**src/rtl/hit_controller_multi.sv**
```systemverilog
`default_nettype none
// ============================================================================
// Module      : hit_controller_multi
// Description : Boss-fight hit controller. Up to NUM_LASERS user lasers are
//               tested against the boss box each cycle. Overlapping lasers
//               are consumed. A hit removes one boss hit point and then
//               opens a frame-counted invulnerability window.
// Revision    : 1.0 - initial release
// ============================================================================
module hit_controller_multi #(
    parameter int NUM_LASERS      = 4,
    parameter int SHIP_SIZE       = 30,
    parameter int LASER_X_SIZE    = 20,
    parameter int LASER_Y_SIZE    = 49,
    parameter int BOSS_HP         = 5,
    parameter int COOLDOWN_FRAMES = 8
) (
    input  logic                     Clk,
    input  logic                     Reset,
    input  logic [9:0]               enemy_ship_X_Pos,
    input  logic [9:0]               enemy_ship_Y_Pos,
    input  logic [NUM_LASERS*10-1:0] user_laser_x_pos,
    input  logic [NUM_LASERS*10-1:0] user_laser_y_pos,
    input  logic [NUM_LASERS-1:0]    laser_valid,
    input  logic                     boss_fight,
    input  logic                     frame_tick,
    input  logic                     done,
    output logic [NUM_LASERS-1:0]    laser_hit,
    output logic                     boss_damaged,
    output logic [3:0]               boss_hp,
    output logic                     enemy_hit
);

    // The comparisons run at 11 bits so a coordinate near 1023 plus a box
    // size cannot wrap around and produce a false miss.
    localparam logic [10:0] c_ship_size = 11'(SHIP_SIZE);
    localparam logic [10:0] c_laser_x   = 11'(LASER_X_SIZE);
    localparam logic [10:0] c_laser_y   = 11'(LASER_Y_SIZE);
    localparam logic [3:0]  c_boss_hp   = 4'(BOSS_HP);
    localparam logic [7:0]  c_cooldown  = 8'(COOLDOWN_FRAMES);

    typedef enum logic [1:0] {
        IDLE      = 2'd0,
        ACTIVE    = 2'd1,
        COOLDOWN  = 2'd2,
        DEFEATED  = 2'd3
    } state_t;

    state_t                 state_q, state_d;
    logic [3:0]             boss_hp_q, boss_hp_d;
    logic [7:0]             frame_cnt_q, frame_cnt_d;
    logic [NUM_LASERS-1:0]  laser_hit_q, laser_hit_d;
    logic                   boss_damaged_q, boss_damaged_d;

    logic [10:0]            w_ex;
    logic [10:0]            w_ey;
    logic [NUM_LASERS-1:0]  w_overlap;

    assign w_ex = {1'b0, enemy_ship_X_Pos};
    assign w_ey = {1'b0, enemy_ship_Y_Pos};

    generate
        for (genvar i = 0; i < NUM_LASERS; i++) begin : g_overlap
            logic [10:0] w_lx;
            logic [10:0] w_ly;
            assign w_lx = {1'b0, user_laser_x_pos[10*i +: 10]};
            assign w_ly = {1'b0, user_laser_y_pos[10*i +: 10]};
            assign w_overlap[i] = laser_valid[i]
                               && (w_lx <= w_ex + c_ship_size)
                               && (w_lx + c_laser_x >= w_ex)
                               && (w_ly <= w_ey + c_ship_size)
                               && (w_ly + c_laser_y >= w_ey);
        end
    endgenerate

    // Next-state and next-output decode; dropping boss_fight overrides all.
    always_comb begin
        state_d        = state_q;
        boss_hp_d      = boss_hp_q;
        frame_cnt_d    = frame_cnt_q;
        laser_hit_d    = '0;
        boss_damaged_d = 1'b0;
        if (!boss_fight) begin
            state_d = IDLE;
        end else begin
            case (state_q)
                IDLE: begin
                    state_d   = ACTIVE;
                    boss_hp_d = c_boss_hp;
                end
                ACTIVE: begin
                    laser_hit_d = w_overlap;
                    // Any number of simultaneous hits costs only one point.
                    if ((|w_overlap) && (boss_hp_q != 4'd0)) begin
                        boss_hp_d      = boss_hp_q - 4'd1;
                        boss_damaged_d = 1'b1;
                        if (boss_hp_q == 4'd1) begin
                            state_d = DEFEATED;
                        end else begin
                            state_d     = COOLDOWN;
                            frame_cnt_d = c_cooldown;
                        end
                    end
                end
                COOLDOWN: begin
                    laser_hit_d = w_overlap;
                    if (frame_tick) begin
                        if (frame_cnt_q <= 8'd1) begin
                            frame_cnt_d = 8'd0;
                            state_d     = ACTIVE;
                        end else begin
                            frame_cnt_d = frame_cnt_q - 8'd1;
                        end
                    end
                end
                DEFEATED: begin
                    if (done) begin
                        state_d = IDLE;
                    end
                end
                default: begin
                    state_d = IDLE;
                end
            endcase
        end
    end

    // State, hit-point, frame counter and pulse registers.
    always_ff @(posedge Clk or negedge Reset) begin
        if (!Reset) begin
            state_q        <= IDLE;
            boss_hp_q      <= 4'd0;
            frame_cnt_q    <= 8'd0;
            laser_hit_q    <= '0;
            boss_damaged_q <= 1'b0;
        end else begin
            state_q        <= state_d;
            boss_hp_q      <= boss_hp_d;
            frame_cnt_q    <= frame_cnt_d;
            laser_hit_q    <= laser_hit_d;
            boss_damaged_q <= boss_damaged_d;
        end
    end

    assign laser_hit    = laser_hit_q;
    assign boss_damaged = boss_damaged_q;
    assign boss_hp      = boss_hp_q;
    assign enemy_hit    = (state_q == DEFEATED);

endmodule
`default_nettype wire
```
**config.mk**
```make
export PLATFORM = sky130hd
export DESIGN_NAME = hit_controller_multi
export DESIGN_NICKNAME = d
export VERILOG_FILES = /design/src/rtl/hit_controller_multi.sv
export SDC_FILE = /design/constraint.sdc
export NUM_CORES = 1
export LEC_CHECK = 0
export ABC_AREA = 1
export BUFFER_PORTS_ARGS = -buffer_cell sky130_fd_sc_hd__clkbuf_2
export CAP_MARGIN = 10
export CORE_ASPECT_RATIO = 1.4
export CORE_UTILIZATION = 49
export DETAILED_ROUTE_END_ITERATION = 10
export PLACE_DENSITY_LB_ADDON = 0.2
export SKIP_CTS_REPAIR_TIMING = 1
export SLEW_MARGIN = 20
export SYNTH_ARGS = -nofsm -noshare
export SYNTH_HDL_FRONTEND = slang
export SYNTH_SLANG_ARGS = --single-unit
```
**constraint.sdc**
```tcl
create_clock -name Clk -period 2.5 [get_ports Clk]
set_clock_uncertainty 0.2 [all_clocks]
set_input_delay 0.375 -clock Clk [delete_from_list [all_inputs] [get_ports Clk]]
set_output_delay 0.375 -clock Clk [all_outputs]
set_load 0.02 [all_outputs]
```
==> impl_metrics.ini <==
[outcome]
outcome = finished with violations
failed_checks = negative setup slack

[power]
power_frac_comb_pct = 75.8
internal_power_mw = 1.74
pwr_density_cell_nw_per_um2 = 349
p_switching_mw = 1.65
ir_drop_uv = 437
leakage_nw = 5.53
clkPwrFrac_pct = 9.8
power.sequential.fraction_pct = 14.4
finalPower_mw = 3.39
switching_share_pct = 48.6

[die]
die_w_um = 99.6
die_y_um = 139
num_rows = 49
coreArea_sq_um = 12900
start_util_pct = 50.5
io_pins = 119
dieArea_sq_um = 13800

[setup_path]
cp-start-kind = primary input
crit_family = simple AND/OR/NAND/NOR gates
crit_fanout = 8
cpMaxStageDelayCell = ha_4
cp_slowest_stage_delay_ns = 0.30
arrival_ns = 3.00
cp.required_ns = 2.44
crit_type = in -> reg
crit_chain = buf_8 -> inv_4 -> ha_4 -> nand3_4 -> nand3_4 -> nor2_4 -> nand2_4 -> xor2_4 -> ha_4 -> and3_4 -> nand3_2 -> nand2_1 -> inv_1 -> a21boi_1 -> nand3_1 -> a21oi_2 -> nor2_2 -> nand2_2 -> nand2_4 -> nand2_8 -> nand2_8 -> nand2_2 -> o21ai_2
cp.buffers_inverters = 3
endpoint_kind = register

[global_route]
grt_pass1_vias = 7242
grt_max_degree = 20
grtUsageTotal_pct = 26.9
overflow = 0
grt_pass1_wl_mm = 30.3
antenna_found_initial = 0

[clocking]
cts_tree = done
cts_buffers = 3
cts.path.max_buffers = 2
clock_latency_ns = 0.25
path_clk_slew_ns = 0.06
cts_root_buf = clkbuf_16
cts_max_level = 1
numClockSinks = 19

[synth]
ys.flop_type = dfrtp_1
synth_edf_count = 0
ys_seq_elements = 19
synthCells = 994
synth_seq_area_share_pct = 7.27
syn-cell-area_sq_um = 6540
synthesis.nets = 1275
synthArstFlopShare_pct = 100
synth_cell_types = 34
synth.avg_cell_area_sq_um = 6.58
ys_warn_count = 0

[routing]
wl_per_cell_um = 13.3
antenna_left = 0
drt_iter0_markers = 167
firstDrtPassIters = 4
drc_errors = 0
drt-total-wl_mm = 19.9
num_vias = 7558
via_per_inst = 5.06

[timing]
max-slew-margin-rel_pct = 27.2
worst_pin_slew_ns = 1.08
final_hold_viol_count = 0
min_period_over_period_pct = 122
rsz0062_at_grt = yes
setup_viol = 17
hold_slack_ns = 0.219
fin_tns_setup_ns = -7.67
setup_ws_ns = -0.553
max_freq_mhz = 328
maxSlewViolCount = 0
min_period_ns = 3.05

[finish]
final_common_cell = nand2_1
diodes = 0
fin_cells = 1495
area_growth_pct = 48.9
final_util_pct = 75.2
final_cell_mix = 218 x nand2_1, 190 x buf_4, 157 x inv_1
nNetsFinal = 1599
drive_above_1_share_pct = 34.6

[run]
cap_violations = 0

[placement]
port_buffers = 118
dpl.hpwl_mm = 16.3
finalWeightedCongestion = 0.941
dpl.cell_count = 1480

[min_path]
min_path_type = in -> reg
[routing by layer]
layer	global-route usage [%]	part of all wire, %	vias up
li1	-	-	3904
met4	11.8	5.5	0
met2	52.2	53	202
met1	29.2	38	3375
met3	1.61	3.4	77
met5	0	0	-
[Yosys cell counts, types with 4 or more instances]
library cell	number	area share, %
a21o_1	13	1.5
a21oi_1	57	4.4
a31oi_1	4	0.38
dfrtp_1	19	7.3
ha_1	172	33
inv_1	164	9.4
nand2_1	250	14
nand2_2	5	0.48
nand2_4	4	0.69
nand3_1	60	4.6
nand3_2	4	0.61
nand3b_1	8	0.92
nand4_1	23	2.2
nor2_1	82	4.7
nor3_1	7	0.54
o211ai_1	4	0.46
o21a_1	8	0.92
o21ai_0	14	1.1
o21ai_2	8	1.1
xnor2_1	16	2.1
xor2_1	51	6.8
[registers in the layout, indices dropped and copies added (netlist names)]
name          flops
state_q           2
boss_damaged      1
laser_hit         4
frame_cnt_q       8
boss_hp           4
[path summary, 6_finish.rpt]
check                                         start              to  slack, ns  cells past startpoint
worst max-delay path            enemy_ship_Y_Pos[1]  frame_cnt_q[3]      -0.55                     23
worst min-delay path                     boss_fight      state_q[0]       0.22                      3
worst max register to register           state_q[1]  frame_cnt_q[3]      -0.44                      9
worst min register to register       frame_cnt_q[0]  frame_cnt_q[0]       0.32                      2
max in group asynchronous                     Reset      state_q[1]       1.36                      2
min in group asynchronous                     Reset  frame_cnt_q[7]       0.41                      2
[through the flow]
stage	instance area (sq um)	setup slack (ns)
finish	9730	-0.553
global route	9730	-0.716
CTS	8900	-0.706
detailed placement	8820	-0.940
global placement	8820	-0.864
floorplan	6570	-0.450
[worst reg2reg max path, delay by kind of cell (launching register included)]
| kind | cells | cell delay [ns] |
|---|---|---|
| adders and majority gates | 1 | 0.33 |
| and+or+nand+nor | 3 | 1.14 |
| DFF | 1 | 0.42 |
| AOI/OAI and AO/OA | 3 | 0.41 |
| buffers and inverters | 2 | 0.32 |
[area by class of cell]
type / count / area [sq um]
tap: 178 / 223
multi-input combinational: 810 / 6110
timing repair buffer: 319 / 2210
sequential: 19 / 475
fill: 1001 / 3200
inverter: 165 / 632
clock inverter: 1 / 5.00
clock buffer: 3 / 75.1
[power by group through the flow]
stage	clock network, mW	logic [mW]	registers (mW)
CTS	0.338	2.21	0.473
finish	0.334	2.57	0.489
detailed placement	0	2.19	0.475
global route	0.351	2.89	0.502
global placement	0	2.13	0.479
floorplan	0	1.39	0.495
[cells by family after synthesis]
logic type	count (synthesis)	share of synthesized area [%]
DFF	19	7.27
and+or+nand+nor	456	30.6
xor gates and xnor gates	67	8.98
AOI/OAI and AO/OA	114	10.4
buffers and inverters	166	9.78
adders and majority gates	172	32.9
Power figures use the tool's default switching activity.
